### config.mk
export PLATFORM = sky130hd
export DESIGN_NAME = register_file_flat
export DESIGN_NICKNAME = d
export VERILOG_FILES = /design/src/rtl/decode_pkg.sv /design/src/rtl/register_file_if.sv /design/src/rtl/sign_extend.sv /design/src/rtl/register_file.sv /design/src/flat_wrapper.sv
export SDC_FILE = /design/constraint.sdc
export NUM_CORES = 2
export LEC_CHECK = 0
export BUFFER_PORTS_ARGS = -buffer_cell sky130_fd_sc_hd__buf_2
export CAP_MARGIN = 30
export CORE_ASPECT_RATIO = 0.5
export CORE_MARGIN = 10
export CORE_UTILIZATION = 60
export DETAILED_ROUTE_END_ITERATION = 8
export GPL_ROUTABILITY_DRIVEN = 0
export HOLD_SLACK_MARGIN = 0.1
export MAX_ROUTING_LAYER = met4
export PLACE_DENSITY_LB_ADDON = 0.08
export SETUP_SLACK_MARGIN = 0.02
export SLEW_MARGIN = 20
export SYNTH_ARGS = -nofsm -noshare
export SYNTH_HDL_FRONTEND = slang
export SYNTH_HIERARCHICAL = 1
export SYNTH_SLANG_ARGS = --single-unit
### constraint.sdc
create_clock -name clk -period 3.25 [get_ports clk]
set_input_delay 0.65 -clock clk [delete_from_list [all_inputs] [get_ports clk]]
set_output_delay 0.65 -clock clk [all_outputs]
set_load 0.01 [all_outputs]
### src/rtl/decode_pkg.sv
// Shared decode-stage constants and types for the register file slice.
package decode_pkg;
  localparam int DATA_W   = 32;
  localparam int ADDR_W   = 5;
  localparam int IMM_W    = 16;
  localparam int NUM_REGS = 32;
  localparam logic [ADDR_W-1:0] ZERO_REG = 5'd0;

  typedef logic [ADDR_W-1:0] reg_addr_t;
  typedef logic [DATA_W-1:0] word_t;
endpackage

### src/rtl/register_file_if.sv
// Decode/write-back bus into the register file; outputs are the ID/EX operands.
interface register_file_if
  import decode_pkg::*;
#(
  parameter int DW = decode_pkg::DATA_W,
  parameter int AW = decode_pkg::ADDR_W,
  parameter int IW = decode_pkg::IMM_W
);
  logic          stall_flag;
  logic [AW-1:0] read_reg_addr1;
  logic [AW-1:0] read_reg_addr2;
  logic [AW-1:0] reg_wr_addr;
  logic [DW-1:0] reg_wr_data;
  logic          reg_write;
  logic [IW-1:0] inst_imm_field;
  logic [DW-1:0] rd_data1;
  logic [DW-1:0] rd_data2;
  logic [DW-1:0] sgn_ext_imm;

  modport master (
    output stall_flag, read_reg_addr1, read_reg_addr2,
           reg_wr_addr, reg_wr_data, reg_write, inst_imm_field,
    input  rd_data1, rd_data2, sgn_ext_imm
  );

  modport slave (
    input  stall_flag, read_reg_addr1, read_reg_addr2,
           reg_wr_addr, reg_wr_data, reg_write, inst_imm_field,
    output rd_data1, rd_data2, sgn_ext_imm
  );
endinterface

### src/rtl/sign_extend.sv
// Registered immediate sign-extension; holds its output while stalled.
module sign_extend
  import decode_pkg::*;
#(
  parameter int DW = decode_pkg::DATA_W,
  parameter int IW = decode_pkg::IMM_W
) (
  input  logic          clk,
  input  logic          reset,
  input  logic          stall_flag,
  input  logic [IW-1:0] inst_imm_field,
  output logic [DW-1:0] sgn_ext_imm
);
  always_ff @(posedge clk) begin
    if (reset)
      sgn_ext_imm <= '0;
    else if (!stall_flag)
      sgn_ext_imm <= {{(DW-IW){inst_imm_field[IW-1]}}, inst_imm_field};
  end
endmodule

### src/rtl/register_file.sv
// 2R1W register file with r0 hardwired to zero, write-through bypass and
// registered (stallable) read operands plus sign-extended immediate.
module register_file
  import decode_pkg::*;
#(
  parameter int DW = decode_pkg::DATA_W,
  parameter int AW = decode_pkg::ADDR_W,
  parameter int IW = decode_pkg::IMM_W
) (
  input logic              clk,
  input logic              reset,
  register_file_if.slave   bus
);
  localparam int NREGS  = 2**AW;
  localparam int NPORTS = 2;

  logic [DW-1:0] mem [NREGS];
  logic          wr_en;
  logic [NPORTS-1:0][AW-1:0] rd_addr;
  logic [NPORTS-1:0][DW-1:0] rd_q;

  assign wr_en   = bus.reg_write && (bus.reg_wr_addr != '0);
  assign rd_addr = {bus.read_reg_addr2, bus.read_reg_addr1};

  // Write-back is never gated by stall; reset discards a same-cycle write.
  always_ff @(posedge clk) begin
    if (reset) begin
      for (int i = 0; i < NREGS; i++) mem[i] <= '0;
    end else if (wr_en) begin
      mem[bus.reg_wr_addr] <= bus.reg_wr_data;
    end
  end

  for (genvar p = 0; p < NPORTS; p++) begin : g_rd
    logic [DW-1:0] nxt;
    logic [DW-1:0] q;

    always_comb begin
      nxt = mem[rd_addr[p]];
      if (rd_addr[p] == '0)
        nxt = '0;
      else if (wr_en && (bus.reg_wr_addr == rd_addr[p]))
        nxt = bus.reg_wr_data;
    end

    always_ff @(posedge clk) begin
      if (reset)
        q <= '0;
      else if (!bus.stall_flag)
        q <= nxt;
    end

    assign rd_q[p] = q;
  end

  assign bus.rd_data1 = rd_q[0];
  assign bus.rd_data2 = rd_q[1];

  sign_extend #(.DW(DW), .IW(IW)) u_sext (
    .clk            (clk),
    .reset          (reset),
    .stall_flag     (bus.stall_flag),
    .inst_imm_field (bus.inst_imm_field),
    .sgn_ext_imm    (bus.sgn_ext_imm)
  );
endmodule

### src/flat_wrapper.sv
// flat-port wrapper written by rule: the top's interface ports become plain ports
module register_file_flat import decode_pkg::*;
#(
  parameter int DW = decode_pkg::DATA_W,
  parameter int AW = decode_pkg::ADDR_W,
  parameter int IW = decode_pkg::IMM_W
)
  (clk, reset, bus_stall_flag, bus_read_reg_addr1, bus_read_reg_addr2, bus_reg_wr_addr, bus_reg_wr_data, bus_reg_write, bus_inst_imm_field, bus_rd_data1, bus_rd_data2, bus_sgn_ext_imm);
  register_file_if #(.DW(DW), .AW(AW), .IW(IW)) bus_i ();
  input logic clk;
  input logic reset;
  input wire logic [$bits(bus_i.stall_flag)-1:0] bus_stall_flag;
  input wire logic [$bits(bus_i.read_reg_addr1)-1:0] bus_read_reg_addr1;
  input wire logic [$bits(bus_i.read_reg_addr2)-1:0] bus_read_reg_addr2;
  input wire logic [$bits(bus_i.reg_wr_addr)-1:0] bus_reg_wr_addr;
  input wire logic [$bits(bus_i.reg_wr_data)-1:0] bus_reg_wr_data;
  input wire logic [$bits(bus_i.reg_write)-1:0] bus_reg_write;
  input wire logic [$bits(bus_i.inst_imm_field)-1:0] bus_inst_imm_field;
  output wire logic [$bits(bus_i.rd_data1)-1:0] bus_rd_data1;
  output wire logic [$bits(bus_i.rd_data2)-1:0] bus_rd_data2;
  output wire logic [$bits(bus_i.sgn_ext_imm)-1:0] bus_sgn_ext_imm;
  assign bus_i.stall_flag = bus_stall_flag;
  assign bus_i.read_reg_addr1 = bus_read_reg_addr1;
  assign bus_i.read_reg_addr2 = bus_read_reg_addr2;
  assign bus_i.reg_wr_addr = bus_reg_wr_addr;
  assign bus_i.reg_wr_data = bus_reg_wr_data;
  assign bus_i.reg_write = bus_reg_write;
  assign bus_i.inst_imm_field = bus_inst_imm_field;
  assign bus_rd_data1 = bus_i.rd_data1;
  assign bus_rd_data2 = bus_i.rd_data2;
  assign bus_sgn_ext_imm = bus_i.sgn_ext_imm;
  register_file #(.DW(DW), .AW(AW), .IW(IW)) u_core (.clk(clk), .reset(reset), .bus(bus_i));
endmodule
==> reports/metrics.csv <==
metric,value,unit
core area,95190,um^2
worst skew pair latency,0.73,ns
synthesized flop and latch total,1104,
first-pass GRT wire length,284.5,mm
outcome,"complete, no violations",
initial antenna violation count,23,
"Seq/Total Area, Yosys",0.5623,
largest fanout on the critical path,38,
fin. max-slew vios,0,
hpwl dp,123.6,mm
CP Launch Type,input pin,
"CTS clk-pin slew, worst paths",0.06,ns
"most common cell after layout, fill and taps aside",edfxtp_1,
Crit-path slowest cell,a21oi_1,
Root Driver,clkbuf_16,
clk buf depth,3,
post-layout min period,2.633,ns
CP endpoint kind,flip-flop,
WL final,201.1,mm
Total GRT Usage,0.3732,
largest family of logic cells by synthesized area,multiplexers,
synth unique cells,43,
Highest Clock Rate,379.9,MHz
DRC,0,
Post-Syn Instances,4092,
CP bufs+invs,3,
"CP delay by family, top",compound AO/OA/AOI/OAI gates,
Post-CTS Setup Inserts,0,
share of the synthesized area in the top cell type,0.5345,
Post-DRT Antenna Nets,0,
Setup-failing EPs final,0,
FILL cells,6596,
crit path DAT,3.30,ns
clk sinks,1104,
Max Cap Viol,0,
IO Count,163,
most frequent cells in the layout,"edfxtp_1, and2_1, mux2i_1",
final hold viol count,0,
Finished Cell Area,64800,um^2
dpl cell area,61510,um^2
CTS tree,built,
Die H,239.0,um
vias,39910,
Worst VDD drop,449.1,uV
share of layout cells above drive strength 1,0.2317,
synthesized-area fraction occupied by adder cells,0,
simple-gate share of the synthesized area,0.1275,
vias in the first global route,38800,
clock skew,0.02039,ns
drt wl/cell,35.96,um
dominant cells by area after synthesis,"edfxtp_1, mux4_2, and2_1, mux2i_1, dfxtp_1",
grt total ovfl,0,
PD cells,516.9,nW/um^2
drt pass-1 iters,6,
Worst EP required,3.91,ns
Die Area,109400,um^2
vias per cell,7.136,
CTS H-tree lvls,3,
xor/xnor share of the synthesized area,0.001522,
Worst-Margin Slew,1.048,ns
crit-path cells,buf_8 -> buf_12 -> buf_4 -> mux2i_1 -> a221oi_1 -> o21ai_0 -> a21oi_1 -> or3_1,
post-synthesis mux area share,0.2001,
leakage power,23.90,nW
Worst slew margin,0.3016,
Compound-Gate Fraction of Synth Area,0.07479,
Hold Path Class,input pin to flip-flop,
Port Buffers,162,
Finished Core Util,0.6808,
final hold slack,0.1685,ns
Mapped Area,57530,um^2
nets,4294,
Fin Setup TNS,0,ns
area grow syn2layout,12.64,%
RSZ-0062 raised after global routing,no,
largest net degree at the start of global routing,78,
post-synth top area cell,edfxtp_1,
Main synth FF type,edfxtp_1,
CTS Hold Bufs,0,
Avg Synthesized Cell Area,14.06,um^2
Post-synth EDFFs,1024,
number of DRC markers in iteration 0,6619,
Initial Utilization,0.6044,
Crit Path Class,input pin to flip-flop,
Num CTS Buffers,100,
die width,457.9,um
fin crit share,0.8100,
CTS resizes,0,
CP peak stage delay,0.82,ns
Placement Rows,80,
ys async rst share,0,
Synth Warn #,6,
cells in the mapped netlist, types with 10 or more instances:
| cell | count |
|---|---|
| a2111oi_0 | 31 |
| a21oi_1 | 67 |
| a221oi_1 | 126 |
| a22o_1 | 94 |
| a22oi_1 | 135 |
| and2_1 | 995 |
| buf_1 | 32 |
| buf_2 | 88 |
| buf_4 | 17 |
| clkbuf_1 | 313 |
| dfxtp_1 | 80 |
| edfxtp_1 | 1024 |
| mux2i_1 | 439 |
| mux4_2 | 316 |
| nand2_1 | 36 |
| nor2_1 | 53 |
| nor2b_1 | 38 |
| o21ai_0 | 32 |
| o221ai_1 | 31 |
| o31ai_1 | 35 |
| or2_2 | 24 |
| or3_1 | 34 |
| xnor2_1 | 10 |
cell type report:
| class | instances | area (um^2) | area share |
|---|---|---|---|
| clock buffers | 135 | 2780 | 0.04290 |
| multi-input cells | 2561 | 23640 | 0.3648 |
| repair buffers | 457 | 3918 | 0.06045 |
| flip-flops and latches | 1104 | 32350 | 0.4992 |
| well taps | 1271 | 1590 | 0.02454 |
| clock inverters | 48 | 483.0 | 0.007453 |
| diodes | 13 | 32.53 | 0.0005020 |
| inverters | 3 | 11.26 | 0.0001738 |
final timing paths:
| check | depth (start not counted) | to | slack, ns | start |
|---|---|---|---|---|
| max | 8 | u_core/bus.rd_data2[28]$_SDFFE_PP0N_ | 0.62 | bus_read_reg_addr2[0] |
| min | 3 | u_core/u_sext/sgn_ext_imm[12]$_SDFFE_PP0N_ | 0.17 | bus_inst_imm_field[12] |
| min reg2reg | 2 | u_core/u_sext/sgn_ext_imm[12]$_SDFFE_PP0N_ | 0.49 | u_core/u_sext/sgn_ext_imm[12]$_SDFFE_PP0N_ |
| max reg2reg | 4 | u_core/bus.rd_data2[5]$_SDFFE_PP0N_ | 0.85 | u_core/mem[21][5]$_SDFFCE_PN0P_ |
per-layer routing:
metal  wire length [um]  vias to the layer above  share of wire  GRT usage
met5                  0                        -              0          -
met4               7813                        0          0.039     0.1290
met3              34000                      546           0.17     0.1559
met2              85750                     3185           0.43     0.5171
met1              73520                    20220           0.37     0.4942
li1                   -                    15950              -          -
sequential cells by signal, indices dropped and copies added (netlist names):
register                   count
u_core/bus.rd_data2           32
u_core/u_sext/sgn_ext_imm     16
u_core/bus.rd_data1           32
u_core/mem                  1024
report_power, final:
group	total, mW	switching [mW]	internal [mW]	leakage (nW)
clock network	12.3	5.49	6.78	1.61
registers	16.8	0.464	16.3	10.4
logic	4.44	2.66	1.77	11.9
total	33.5	8.62	24.9	23.9
worst min-delay path, cell delays in order:
cell and delay [ns]:
buf_2 0.08, mux2i_1 0.05, nor2_1 0.07
cells by family after synthesis:
kind of cell	after synthesis
other cells	1
buf+inv	458
xor+xnor	10
flops	1104
simple gates	1207
compound gates	557
mux	755
per-stage QoR:
stage	cells	power, mW	worst slack, ns
4_1_cts	5579	33.34	0.8345
6_report	5592	33.50	0.6174
5_1_grt	5587	34.30	0.6382
3_3_place_gp	5396	21.22	0.09978
2_1_floorplan	4123	19.32	0.4950
3_5_place_dp	5396	21.34	0.07581
Power figures use the tool's default switching activity.
